==> config.mk <==
export PLATFORM = sky130hd
export DESIGN_NAME = ldst_ctrl_p
export DESIGN_NICKNAME = d
export VERILOG_FILES = /design/src/rtl/ldst_ctrl_p.sv
export SDC_FILE = /design/constraint.sdc
export NUM_CORES = 1
export LEC_CHECK = 0
export ABC_AREA = 1
export CAP_MARGIN = 20
export CORE_AREA = 2 2 109 111
export DETAILED_ROUTE_END_ITERATION = 10
export DIE_AREA = 0 0 111 113
export PLACE_DENSITY = 0.68
export SLEW_MARGIN = 15
export SYNTH_ARGS = -nofsm -noshare
export SYNTH_HDL_FRONTEND = slang
export SYNTH_SLANG_ARGS = --single-unit
==> constraint.sdc <==
create_clock -name i_clk -period 2.6 [get_ports i_clk]
set_clock_uncertainty 0.1 [all_clocks]
set_input_delay 0.78 -clock i_clk [delete_from_list [all_inputs] [get_ports i_clk]]
set_output_delay 0.78 -clock i_clk [all_outputs]
set_load 0.01 [all_outputs]
==> src/rtl/ldst_ctrl_p.sv <==
// Load/store sequencer between the register file and a handshaked memory.
// Owns MAR/MDR, bounds each memory request with a timeout, and reports busy/done/err.
//
// state  | meaning
// IDLE   | waiting for i_start; op/ri/rj latched on acceptance
// ADDR   | read rj, capture address into MAR
// DATA   | read ri, capture store data into MDR
// MEM    | memory request outstanding, timeout counter running
// WB     | write MDR to ri
// INC    | write MAR+1 to rj
// DONE   | one-cycle done pulse
// ERR    | one-cycle err pulse after timeout
module ldst_ctrl_p #(
    parameter int DATA_W = 16,
    parameter int ADDR_W = 16,
    parameter int RIDX_W = 4,
    parameter int TMO_W  = 4
) (
    input  logic              i_clk,
    input  logic              i_rst_n,
    input  logic              i_start,
    input  logic [1:0]        i_op,
    input  logic [RIDX_W-1:0] i_ri,
    input  logic [RIDX_W-1:0] i_rj,
    output logic [RIDX_W-1:0] o_reg_raddr,
    input  logic [DATA_W-1:0] i_reg_rdata,
    output logic [RIDX_W-1:0] o_reg_waddr,
    output logic [DATA_W-1:0] o_reg_wdata,
    output logic              o_reg_we,
    output logic [ADDR_W-1:0] o_mem_addr,
    output logic [DATA_W-1:0] o_mem_wdata,
    input  logic [DATA_W-1:0] i_mem_rdata,
    output logic              o_mem_rw,
    output logic              o_mem_en,
    input  logic              i_mfc,
    output logic              o_busy,
    output logic              o_done,
    output logic              o_err
);

    typedef enum logic [2:0] {
        S_IDLE, S_ADDR, S_DATA, S_MEM, S_WB, S_INC, S_DONE, S_ERR
    } state_t;

    state_t              r_state, w_next;
    logic [1:0]          r_op;
    logic [RIDX_W-1:0]   r_ri, r_rj;
    logic [ADDR_W-1:0]   r_mar, w_mar_nxt, w_inc;
    logic [DATA_W-1:0]   r_mdr, w_mdr_nxt;
    logic [TMO_W-1:0]    r_tmo, w_tmo_nxt, w_tmo_inc;
    logic                w_store, w_pi;

    assign w_store   = r_op[0];
    assign w_pi      = r_op[1];
    assign w_tmo_inc = r_tmo + 1'b1;
    assign w_inc     = w_mar_nxt + 1'b1;

    always_comb begin
        w_next      = r_state;
        w_mar_nxt   = r_mar;
        w_mdr_nxt   = r_mdr;
        w_tmo_nxt   = r_tmo;
        o_reg_raddr = '0;
        case (r_state)
            S_IDLE: if (i_start) w_next = S_ADDR;
            S_ADDR: begin
                o_reg_raddr = r_rj;
                w_mar_nxt   = i_reg_rdata[ADDR_W-1:0];
                w_tmo_nxt   = '0;
                w_next      = w_store ? S_DATA : S_MEM;
            end
            S_DATA: begin
                o_reg_raddr = r_ri;
                w_mdr_nxt   = i_reg_rdata;
                w_next      = S_MEM;
            end
            S_MEM: begin
                // mfc wins over a timeout landing in the same cycle
                if (i_mfc) begin
                    w_tmo_nxt = '0;
                    if (!w_store) begin
                        w_mdr_nxt = i_mem_rdata;
                        w_next    = S_WB;
                    end else begin
                        w_next = w_pi ? S_INC : S_DONE;
                    end
                end else if (&w_tmo_inc) begin
                    w_tmo_nxt = '0;
                    w_next    = S_ERR;
                end else begin
                    w_tmo_nxt = w_tmo_inc;
                end
            end
            S_WB:   w_next = w_pi ? S_INC : S_DONE;
            S_INC:  w_next = S_DONE;
            S_DONE: w_next = S_IDLE;
            S_ERR:  w_next = S_IDLE;
            default: w_next = S_IDLE;
        endcase
    end

    always_ff @(posedge i_clk or negedge i_rst_n) begin
        if (!i_rst_n) begin
            r_state     <= S_IDLE;
            r_op        <= '0;
            r_ri        <= '0;
            r_rj        <= '0;
            r_mar       <= '0;
            r_mdr       <= '0;
            r_tmo       <= '0;
            o_reg_waddr <= '0;
            o_reg_wdata <= '0;
            o_reg_we    <= 1'b0;
            o_mem_rw    <= 1'b1;
            o_mem_en    <= 1'b0;
            o_busy      <= 1'b0;
            o_done      <= 1'b0;
            o_err       <= 1'b0;
        end else begin
            r_state <= w_next;
            r_mar   <= w_mar_nxt;
            r_mdr   <= w_mdr_nxt;
            r_tmo   <= w_tmo_nxt;
            if (r_state == S_IDLE && i_start) begin
                r_op <= i_op;
                r_ri <= i_ri;
                r_rj <= i_rj;
            end
            // outputs are registered off the next state so they align with it
            o_mem_en    <= (w_next == S_MEM);
            o_mem_rw    <= !((w_next == S_MEM) && w_store);
            o_reg_we    <= (w_next == S_WB) || (w_next == S_INC);
            o_reg_waddr <= (w_next == S_INC) ? r_rj : ((w_next == S_WB) ? r_ri : '0);
            o_reg_wdata <= (w_next == S_INC) ? DATA_W'(w_inc) :
                           ((w_next == S_WB) ? w_mdr_nxt : '0);
            o_busy      <= (w_next != S_IDLE);
            o_done      <= (w_next == S_DONE);
            o_err       <= (w_next == S_ERR);
        end
    end

    assign o_mem_addr  = r_mar;
    assign o_mem_wdata = r_mdr;

endmodule

==> results.txt <==
----------------------------------------------------
[Critical path]
  Type of destination of the critical path ... output pin
  Max stage delay cell, worst path ... dfrtp_1
  Stage delay of the slowest cell on the critical path ... 440 ps
  Crit path max fanout ... 5
  Reg2reg path depth ... 14
  Required @ worst endpoint ... 1720 ps
  Data arrival time at the worst-slack endpoint ... 1560 ps
  Crit-path cells ... inv_2 -> nand2_2 -> nor2_4 -> nand2_1 -> o21ai_0 -> dlygate4sd2_1
  Startpoint of the worst register-to-register path ... r_state[1]$_DFF_PN0_
  Number of buffers and inverters on the critical path ... 2
  Worst-case register-to-register setup slack ... 200 ps
  Kind of launch point of the worst setup path ... flop
  Kind of cell adding the most delay to the critical path ... flip-flops
  RR Endpoint ... o_reg_wdata[8]$_DFF_PN0_
  Setup CP Type ... reg2out

[Yosys]
  Seq/Total Area, Yosys ... 47.91%
  Async SR Flop Fraction ... 100.0%
  Most instantiated flip-flop cell in the synthesis netlist ... dfrtp_1
  Count of yosys warnings during synthesis ... 0
  Synthesized instance count ... 497
  Number of nets produced by synthesis ... 546
  Synth unique cells ... 34
  Cell with the most instances after synthesis ... nand2_1
  Synth Area per Inst ... 7.887 µm²
  Area leader, netlist ... dfrtp_1
  Number of enable flip-flop cells after synthesis ... 0
  Number of flip-flops and latches in the synthesized netlist ... 75
  Cell types with the largest area share after synthesis ... dfrtp_1 (47%), nand2_1 (15%), nand3_1 (5.6%)
  Most numerous cell types in the synthesized netlist ... nand2_1 (154), dfrtp_1 (74), nor2_1 (52)
  Synth Cell Area ... 3920 µm²
  Share of Yosys cell area claimed by the top area cell type ... 47.24%

[Floorplanning]
  Floorplan die area ... 12540 µm²
  Effective utilization at floorplan ... 34.78%
  Chip Height ... 113 µm
  Die Span X ... 111 µm
  Placeable core region ... 11270 µm²
  Row count ... 39
  I/O Pins ... 108

[Global routing]
  Number of antenna violations at the first check in global routing ... 0
  Tot GR Track Use ... 19.82%
  Global route total overflow ... 0
  Number of global-route vias before repair ... 3842
  First-pass GRT wire length ... 19610 µm
  Pin count of the biggest net entering global routing ... 53

[Timing]
  Summed negative setup slack over all endpoints ... 0 ps
  Final worst-path setup slack ... 159.2 ps
  Worst slew margin ... 60.93%
  RSZ-0062 raised after global routing ... false
  Highest attainable clock frequency ... 409.7 MHz
  Tcrit/Tclk final ... 93.88%
  Final count of hold timing violations ... 0
  Max Slew Vio Count ... 0
  Post-layout minimum cycle time ... 2441 ps
  Final setup violation count ... 0
  Worst hold slack ... 246.7 ps
  Transition time at the pin with the least slew margin ... 585.4 ps

[Layout]
  Layout Nets ... 669
  Layout-stage area growth over the synthesis result ... 41.27%
  Share of post-route cells with drive strength above 1 ... 12.00%
  Antenna diode instance count ... 0

[Placement]
  Placer's final routability congestion estimate ... 0.8624
  Setup slack after placement ... 16.23 ps
  Count of buffers from port buffering ... 107
  Dpl hpwl ... 9120 µm

[Min path]
  Type of the most critical hold path ... in2async

[Drt]
  Number of nets with antenna violations after routing ... 0
  First drt pass iteration count ... 5
  Count of vias placed by the detailed router ... 3874
  DR iter-0 viols ... 264
  Via density ... 5.044
  Final routed wire length divided by cell count ... 16.02 µm
  Routed wire length ... 12300 µm
  Drc violations ... 0

[Power and ir drop]
  Total power of the final layout ... 0.007398 W
  Maximum resistive drop on vdd ... 0.5066 mV
  Leak ... 2.657 nW
  Total power density per cell area ... 1336 nW/µm²

[CTS]
  Buffer cell driving the clock tree root ... clkbuf_16
  CTS tree ... yes
  Hold-fix buffers at CTS ... 0
  H-Tree Level Count ... 3
  Number of buffers created by CTS ... 9
  Clock network latency to the later pin of the worst-skew pair ... 330 ps
  CTS Buffer Depth ... 2
  Clock-pin slew on the worst setup and hold paths ... 60 ps
  Clock sink total ... 75

[Status]
  Result of the run ... finished, final reports clean

[Job]
  Max-cap violations ... 0

----------------------------------------------------
[metrics by stage]
stage	area [µm²]	util, %	instances
floorplan	3920	-	497
global placement	5225	46.35	751
detailed placement	5225	46.35	751
CTS	5538	49.13	768
global route	5538	49.13	768
finish	5538	49.13	768
[per-layer routing]
layer  track usage (%)  vias up  part of all wire, %
met2             30.43      182                   46
met1             27.53     1821                   45
li1                  -     1851                    -
met3             3.696       20                  7.3
met5                 0        -                    0
met4             8.750        0                  2.2
[registers in the layout, indices dropped and copies added, names as in the netlist]
name / count
o_mem_rw: 1
o_err: 1
o_reg_waddr: 4
o_done: 1
r_state: 3
r_rj: 4
r_op: 2
o_busy: 1
o_mem_wdata: 16
r_ri: 4
r_tmo: 4
o_mem_en: 1
o_reg_wdata: 16
o_mem_addr: 16
o_reg_we: 1
[final cells by class]
type / instances / area [µm²]
inverters: 54 / 203.9
clock inverters: 4 / 48.80
flip-flops and latches: 75 / 1878
fillers: 1054 / 5734
multi-input cells: 351 / 1730
repair buffers: 129 / 1241
well taps: 143 / 178.9
clock buffers: 12 / 256.5
[repair_timing]
action	CTS	global route
buffers inserted	1	0
gates resized for setup	5	0
endpoints found under the setup margin	4	0
endpoints found under the hold margin	0	0
[logic make-up after synthesis]
kind of cell             count (synthesis)  synth area share, %
AO/OA/AOI/OAI                           61                9.703
XOR/XNOR                                 6                1.341
adder cells (fa/ha/maj)                  3               0.9577
buffers and inverters                   71                8.075
flip-flops                              75                47.91
multiplexers                             4                1.149
AND/OR/NAND/NOR                        277                30.86
[layout by cell type (no fill, tap or decap), types with 4 or more instances in the layout]
cell	n
o21ai_0	26
o21ai_1	7
inv_2	7
nor2_4	5
o21ai_2	4
buf_4	22
inv_1	45
nand3_1	44
nor2_1	52
dfrtp_1	74
nand2_2	6
nand4_1	6
o221ai_1	12
dlygate4sd2_1	4
mux2_2	4
clkdlybuf4s50_1	102
clkbuf_16	9
a21oi_1	7
xor2_1	6
nand2_1	154
[power by group]
group / internal, W / switching (W) / total [W]
combinational: 0.00168 / 0.00242 / 0.00409
sequential: 0.00166 / 0.000362 / 0.00203
clock: 0.000794 / 0.000483 / 0.00128
total: 0.00414 / 0.00326 / 0.00740
[worst max-delay path by stage]
stage	from	end	slack, ps	depth (start not counted)
6_report	r_state[1]$_DFF_PN0_	o_reg_raddr[0]	160	6
5_1_grt	r_state[1]$_DFF_PN0_	o_reg_wdata[8]$_DFF_PN0_	50	14
4_1_cts	r_state[1]$_DFF_PN0_	o_reg_raddr[0]	170	6
3_5_place_dp	i_reg_rdata[1]	o_reg_wdata[8]$_DFF_PN0_	20	10
3_3_place_gp	i_reg_rdata[1]	o_reg_wdata[8]$_DFF_PN0_	40	10
2_1_floorplan	r_state[2]$_DFF_PN0_	o_reg_raddr[0]	460	5
(Power assumes the default switching activity.)
